### config.mk
export PLATFORM = sky130hd
export DESIGN_NAME = alarm_trigger
export DESIGN_NICKNAME = d
export VERILOG_FILES = /design/src/rtl/alarm_trigger.sv
export SDC_FILE = /design/constraint.sdc
export NUM_CORES = 1
export LEC_CHECK = 0
export CORE_MARGIN = 4
export CORE_UTILIZATION = 35
export DETAILED_ROUTE_END_ITERATION = 16
export PLACE_DENSITY_LB_ADDON = 0.1
export RECOVER_POWER = 100
export SLEW_MARGIN = 20
export SYNTH_ARGS = -nofsm -noshare
export SYNTH_HDL_FRONTEND = slang
export SYNTH_SLANG_ARGS = --single-unit
### constraint.sdc
create_clock -name i_Clk -period 1.25 [get_ports i_Clk]
set_clock_uncertainty 0.1 [all_clocks]
set_input_delay 0.25 -clock i_Clk [delete_from_list [all_inputs] [get_ports i_Clk]]
set_output_delay 0.25 -clock i_Clk [all_outputs]
set_load 0.005 [all_outputs]
### src/rtl/alarm_trigger.sv
// alarm_trigger
// Compares the running time against the programmed alarm time and owns the
// ring / snooze / dismiss policy, presenting a clean active-high alarm level
// to the downstream buzzer/LED toggle stage.
//
// Optional feature macro: ALARM_SNOOZE_EN
//   defined   : SNOOZE state, snooze timer and per-event snooze count present.
//   undefined : no snooze; i_Snooze ignored; o_Snoozing and o_Snooze_Cnt tied 0.
module alarm_trigger #(
    parameter int unsigned RING_TIMEOUT_S = 60,
    parameter int unsigned SNOOZE_S       = 300,
    parameter int unsigned MAX_SNOOZES    = 3
) (
    input  logic                               i_Clk,
    input  logic                               i_Rst,
    input  logic                               i_Sec_Tick,
    input  logic [4:0]                         i_Hours,
    input  logic [5:0]                         i_Minutes,
    input  logic [4:0]                         i_Alarm_Hours,
    input  logic [5:0]                         i_Alarm_Minutes,
    input  logic                               i_Alarm_En,
    input  logic                               i_Snooze,
    input  logic                               i_Dismiss,
    output logic                               o_Alarm_On,
    output logic                               o_Snoozing,
    output logic [$clog2(MAX_SNOOZES+1)-1:0]   o_Snooze_Cnt
);

    localparam int unsigned RING_W = $clog2(RING_TIMEOUT_S + 1);
    localparam logic [RING_W-1:0] RING_LAST = RING_W'(RING_TIMEOUT_S - 1);
    localparam logic [RING_W-1:0] RING_MAX  = RING_W'(RING_TIMEOUT_S);

`ifdef ALARM_SNOOZE_EN
    localparam int unsigned SNZ_W = $clog2(SNOOZE_S + 1);
    localparam int unsigned CNT_W = $clog2(MAX_SNOOZES + 1);
    localparam logic [SNZ_W-1:0] SNZ_LAST  = SNZ_W'(SNOOZE_S - 1);
    localparam logic [SNZ_W-1:0] SNZ_MAX   = SNZ_W'(SNOOZE_S);
    localparam logic [CNT_W-1:0] CNT_LIMIT = CNT_W'(MAX_SNOOZES);

    typedef enum logic [1:0] {
        DISARMED = 2'd0,
        ARMED    = 2'd1,
        RINGING  = 2'd2,
        SNOOZE   = 2'd3
    } state_t;
`else
    typedef enum logic [1:0] {
        DISARMED = 2'd0,
        ARMED    = 2'd1,
        RINGING  = 2'd2
    } state_t;
`endif

    state_t              state;
    state_t              state_next;

    logic                match;
    logic                r_Match_Q;
    logic                trigger;

    logic [RING_W-1:0]   ring_cnt;
    logic                ring_done;

`ifdef ALARM_SNOOZE_EN
    logic [SNZ_W-1:0]    snz_cnt;
    logic                snz_done;
    logic [CNT_W-1:0]    snooze_cnt;
`else
    logic                unused_ok;
    assign unused_ok = &{1'b0, i_Snooze, 32'(SNOOZE_S)};
`endif

    // Pure equality; an out-of-range alarm time simply never matches.
    assign match   = (i_Hours == i_Alarm_Hours) && (i_Minutes == i_Alarm_Minutes);
    assign trigger = match && !r_Match_Q;

    // Match history; reset to 1 so a match already present at reset release
    // does not count as a rising edge.
    always_ff @(posedge i_Clk) begin
        if (i_Rst) begin
            r_Match_Q <= 1'b1;
        end else begin
            r_Match_Q <= match;
        end
    end

    // The counters are only advanced while in their own state, so the tick that
    // coincides with the entry edge is never counted and a tick in the last
    // counted second ends the interval on that same edge.
    assign ring_done = i_Sec_Tick && (ring_cnt == RING_LAST);
`ifdef ALARM_SNOOZE_EN
    assign snz_done  = i_Sec_Tick && (snz_cnt == SNZ_LAST);
`endif

    // State register.
    always_ff @(posedge i_Clk) begin
        if (i_Rst) begin
            state <= DISARMED;
        end else begin
            state <= state_next;
        end
    end

    // Next-state logic: disable overrides everything; in RINGING dismiss beats
    // snooze, which beats timeout.
    always_comb begin
        state_next = state;
        if (!i_Alarm_En) begin
            state_next = DISARMED;
        end else begin
            case (state)
                DISARMED: begin
                    state_next = ARMED;
                end
                ARMED: begin
                    if (trigger) begin
                        state_next = RINGING;
                    end
                end
                RINGING: begin
                    if (i_Dismiss) begin
                        state_next = ARMED;
`ifdef ALARM_SNOOZE_EN
                    end else if (i_Snooze && (snooze_cnt < CNT_LIMIT)) begin
                        state_next = SNOOZE;
`endif
                    end else if (ring_done) begin
                        state_next = ARMED;
                    end
                end
`ifdef ALARM_SNOOZE_EN
                SNOOZE: begin
                    if (i_Dismiss) begin
                        state_next = ARMED;
                    end else if (snz_done) begin
                        state_next = RINGING;
                    end
                end
`endif
                default: begin
                    state_next = DISARMED;
                end
            endcase
        end
    end

    // Ring timer: held at zero outside RINGING, saturating inside it.
    always_ff @(posedge i_Clk) begin
        if (i_Rst || (state != RINGING)) begin
            ring_cnt <= '0;
        end else if (i_Sec_Tick && (ring_cnt != RING_MAX)) begin
            ring_cnt <= ring_cnt + 1'b1;
        end
    end

`ifdef ALARM_SNOOZE_EN
    // Snooze timer: held at zero outside SNOOZE, saturating inside it.
    always_ff @(posedge i_Clk) begin
        if (i_Rst || (state != SNOOZE)) begin
            snz_cnt <= '0;
        end else if (i_Sec_Tick && (snz_cnt != SNZ_MAX)) begin
            snz_cnt <= snz_cnt + 1'b1;
        end
    end

    // Snooze count: cleared whenever heading to ARMED/DISARMED, which also
    // covers the zeroing at the start of each new alarm event.
    always_ff @(posedge i_Clk) begin
        if (i_Rst || (state_next == ARMED) || (state_next == DISARMED)) begin
            snooze_cnt <= '0;
        end else if ((state == RINGING) && (state_next == SNOOZE)
                     && (snooze_cnt != CNT_LIMIT)) begin
            snooze_cnt <= snooze_cnt + 1'b1;
        end
    end
`endif

    // Output decode from the state register.
    always_comb begin
        o_Alarm_On   = (state == RINGING);
        o_Snoozing   = 1'b0;
        o_Snooze_Cnt = '0;
`ifdef ALARM_SNOOZE_EN
        o_Snoozing   = (state == SNOOZE);
        o_Snooze_Cnt = snooze_cnt;
`endif
    end

endmodule

== Word level (Yosys, flattened, before mapping) ==
Index checks and enable logic that the tools add are counted.
Operators by class
  $add $sub $neg: 1
  multiply operators: 0
  div/mod/pow operators: 0
  $lt $le $gt $ge: 0
  equal/unequal tests: 9
  shift-type cells: 0
  mux-type cells: 4
  bitwise gates (word level): 1
  reductions and logical operators: 9
Operators with widths (number)
  6-bit by 1-bit adder with 6-bit output, second input constant: 1
  6-bit == test: 1
  6-bit == test, second input constant: 1
  2-bit 2-to-1 mux: 3
  6-bit != test, second input constant: 1
  2-bit one-hot mux with 3 select lines: 1
  5-bit == test: 1
  1-bit logical AND: 4
  2-bit != test, second input constant: 2
  3-bit by 2-bit != test with 1-bit output, second input constant: 1
  2-bit by 1-bit == test with 1-bit output, second input constant: 1
  2-bit == test, second input constant: 1
  2-bit logical NOT: 1
  2-bit AND reduction: 1
  2-bit OR reduction: 1
  1-bit logical NOT: 1
  1-bit logical OR: 1
  1-bit inverter: 1
Storage, ports and cells
  flip-flop bits (word level): 9
  latch bits: 0
  RAM bits: 0
  memory bits (read-only): 0
  input port bits: 28
  output and inout bits: 4
  memories kept: 0

== Depth between registers and ports, before layout ==
  word-level depth: 5
  gate-level depth with buffers: 6

== Worst setup path before layout ==
OpenSTA, ideal clock, no wires.
  path kind: register to register
  start: register ring_cnt[0]
  end: register ring_cnt[5]
  setup time: 120 ps
  arrival: 1150 ps
  data required time: 1030 ps
  path slack: -120 ps
  cell stages (with the launch flop): 7
  buffers on the path: 0
  clock period less this slack: 1370 ps
  path through: dfxtp_1 -> inv_1 -> ha_1 -> and3_4 -> nor3_2 -> xnor2_1 -> nor2_1
Between the ends
  longest elaborated chain between the ends: 2
  elaborated cells between the ends (all ways): 3
  those cells by class: add/sub (1); eq/ne (1); reduce/logical (1)
RTL lines
  start, declared: RTL line 61  | logic [RING_W-1:0] ring_cnt;
  start signal, assigned: RTL line 152  | ring_cnt <= ring_cnt + 1'b1;
  parallel branches: the longest is 2 deep, another holds 6-bit by 1-bit adder with 6-bit output
Parallel ways; which one is timed is not known.
A chain may end at the register's enable or synchronous reset.

== Worst setup path in the final report ==
  start: register ring_cnt[1]
  end: register ring_cnt[4]
Same word-level chain as after synthesis.

==> results.sh <==
export IMPL_dpl_cell_area_sq_um=997
export IMPL_status="finished with violations"
export IMPL_hp_class="register to register"
export IMPL_p_leak_nw=0.409
export IMPL_async_flop_share=0
export IMPL_setup_viol=5
export IMPL_place_inst=128
export IMPL_synth_simple_area_share=0.272
export IMPL_coreArea_sq_um=1730
export IMPL_cts_buffers=3
export IMPL_power_density_nw_per_um2=613
export IMPL_die_h_microns=50.7
export IMPL_synthMuxAreaShare=0.0157
export IMPL_io_pins=32
export IMPL_fin_tns_setup_ns=-0.0807
export IMPL_whs_ns=0.409
export IMPL_cts_hold_buf=0
export IMPL_drv_cap=0
export IMPL_synth_top_family_by_area="simple AND/OR/NAND/NOR gates"
export IMPL_port_buffers=27
export IMPL_dp_hpwl_mm=1.15
export IMPL_crit_required_ns=1.29
export IMPL_violations="negative setup slack"
export IMPL_critPathKind="register to register"
export IMPL_post_route_util=0.620
export IMPL_cp_end_kind="register"
export IMPL_cts_sink_count=9
export IMPL_n_fill_cell=175
export IMPL_vias_per_cell=4.69
export IMPL_totalWireLength_mm=1.32
export IMPL_routedWlPerCell_microns=9.90
export IMPL_drc=0
export IMPL_die_w_microns=50.7
export IMPL_drtPass1Iterations=4
export IMPL_tritoncts="done"
export IMPL_ir_drop_mv=0.353
export IMPL_synth_edf_count=0
export IMPL_worstSetupStartpointType="register"
export IMPL_worst_slack_ns=-0.0341
export IMPL_synth_flop_cell="dfxtp_1"
export IMPL_path_max_fanout=4
export IMPL_grt_pass1_vias=645
export IMPL_syn_avg_cell_area_sq_um=9.40
export IMPL_max_freq_mhz=779
export IMPL_vias=624
export IMPL_cts_buffer_depth=2
export IMPL_gp_congestion=0.715
export IMPL_fin_crit_ns=1.28
export IMPL_drive_gt1_frac=0.324
export IMPL_antenna_left=0
export IMPL_clock_latency_ns=0.25
export IMPL_first_iter_violations=7
export IMPL_rsz0062_at_grt="yes"
export IMPL_synthXorXnorAreaFrac=0.205
export IMPL_yosysSeqAreaShare=0.282
export IMPL_period_share=1.03
export IMPL_root_buffer="clkbuf_4"
export IMPL_grt_remaining_overflow=0
export IMPL_arrival_ns=1.32
export IMPL_grt_max_degree=7
export IMPL_final_area_sq_um=1070
export IMPL_synth_seq_cells=9
export IMPL_synth_compound_area_frac=0.121
export IMPL_htreeDepth=1
export IMPL_synthCells=68
export IMPL_start_util=0.370
export IMPL_clk_pin_slew_worst_paths_ns=0.06
export IMPL_synthAdderAreaFrac=0.0391
export IMPL_area_delta_synth_final_pct=67.5
export IMPL_antenna_cells=0
export IMPL_fin_cells=133
export IMPL_drv_slew=0
export IMPL_synth_area_sq_um=639
export IMPL_die_area_sq_um=2570
export IMPL_yosys_warnings=0
export IMPL_netlist_cell_type_count=29
export IMPL_grt_pass1_wl_mm=2.39
export IMPL_num_rows=15
export IMPL_hold_viol=0
export IMPL_nets=139
export IMPL_antenna_found_initial=0
export IMPL_grt_usage=0.119
==> final cells by class <==
type                    instances  area [sq um]  area share
flip-flops and latches          9           189       0.176
repair buffers                 37           337       0.314
multi-input cells              54           470       0.439
inverters                       4          17.5      0.0164
well taps                      25          31.3      0.0292
clock buffers                   4          26.3      0.0245
==> metrics by stage <==
step	setup WS, ns	power, mW
after global placement	-0.309	0.455
after global routing	-0.105	0.695
after CTS	-0.0655	0.668
after floorplan	-0.00715	0.359
after detailed placement	-0.340	0.456
final	-0.0341	0.657
==> worst paths after layout <==
path	cells after the start	startpoint	slack, ns	endpoint
hold reg to reg	2	state[0]	0.41	state[0]
setup / recovery	6	ring_cnt[1]	-0.03	ring_cnt[4]
hold / removal	2	state[0]	0.41	state[0]
setup reg to reg	6	ring_cnt[1]	-0.03	ring_cnt[4]
==> repair_timing <==
| action | in CTS | in global routing |
|---|---|---|
| pin swaps | 12 | 13 |
| buffers inserted | 0 | 1 |
| gates resized for setup | 23 | 14 |
| endpoints found under the setup margin | 10 | 10 |
==> synthesized netlist by cell type (2+ instances only) <==
| cell type | instances | area, sq um |
|---|---|---|
| ha_1 | 2 | 25.0 |
| nand2_2 | 2 | 12.5 |
| nand2b_1 | 3 | 18.8 |
| dfxtp_1 | 9 | 180 |
| nand4_1 | 3 | 18.8 |
| inv_1 | 4 | 15.0 |
| nor2_1 | 6 | 22.5 |
| nor3_2 | 2 | 20.0 |
| buf_4 | 3 | 22.5 |
| a21oi_1 | 2 | 10.0 |
| xnor2_1 | 11 | 96.3 |
| xor2_1 | 4 | 35.0 |
==> layer usage <==
layer	up-vias	wire length (microns)	track usage
met1	282	502	0.115
met5	-	0	0
met3	2	137	0.0237
met4	0	12	0.0538
met2	28	664	0.237
li1	312	-	-
==> cells by family after synthesis <==
| kind of cell | count (synthesis) |
|---|---|
| XOR/XNOR | 15 |
| buffers and inverters | 7 |
| other | 1 |
| flip-flops | 9 |
| multiplexers | 1 |
| adder cells (fa/ha/maj) | 2 |
| AND/OR/NAND/NOR | 24 |
| AO/OA/AOI/OAI | 9 |
==> power breakdown <==
| part | internal, mW | total (mW) | switching, mW |
|---|---|---|---|
| registers | 0.288 | 0.290 | 0.00191 |
| logic | 0.101 | 0.149 | 0.0481 |
| clock network | 0.122 | 0.217 | 0.0949 |
==> cell usage in the layout, fill, tap and decap left out, types with 2 or more instances in the layout <==
master,netlist,routed
a21oi_1,2,2
buf_4,3,10
clkbuf_4,0,3
clkdlybuf4s15_1,0,8
clkdlybuf4s50_1,0,15
conb_1,1,3
dfxtp_1,9,4
dfxtp_2,0,4
dlygate4sd2_1,0,3
inv_1,4,2
nand2_2,2,2
nand2b_1,3,3
nand4_1,3,3
nor2_1,6,6
xnor2_1,11,11
xor2_1,4,3
==> state kept, by name, summed over array words and instances, names as in the netlist <==
name       count
r_Match_Q      1
state          2
ring_cnt       6
==> critical path, stage by stage, from the launching register on <==
cell,delay [ns]
dfxtp_4,0.37
inv_4,0.04
ha_4,0.15
and3_4,0.20
nor3_2,0.12
xnor2_1,0.14
nor2_1,0.05
No activity file was read; power rests on OpenSTA's default activity.
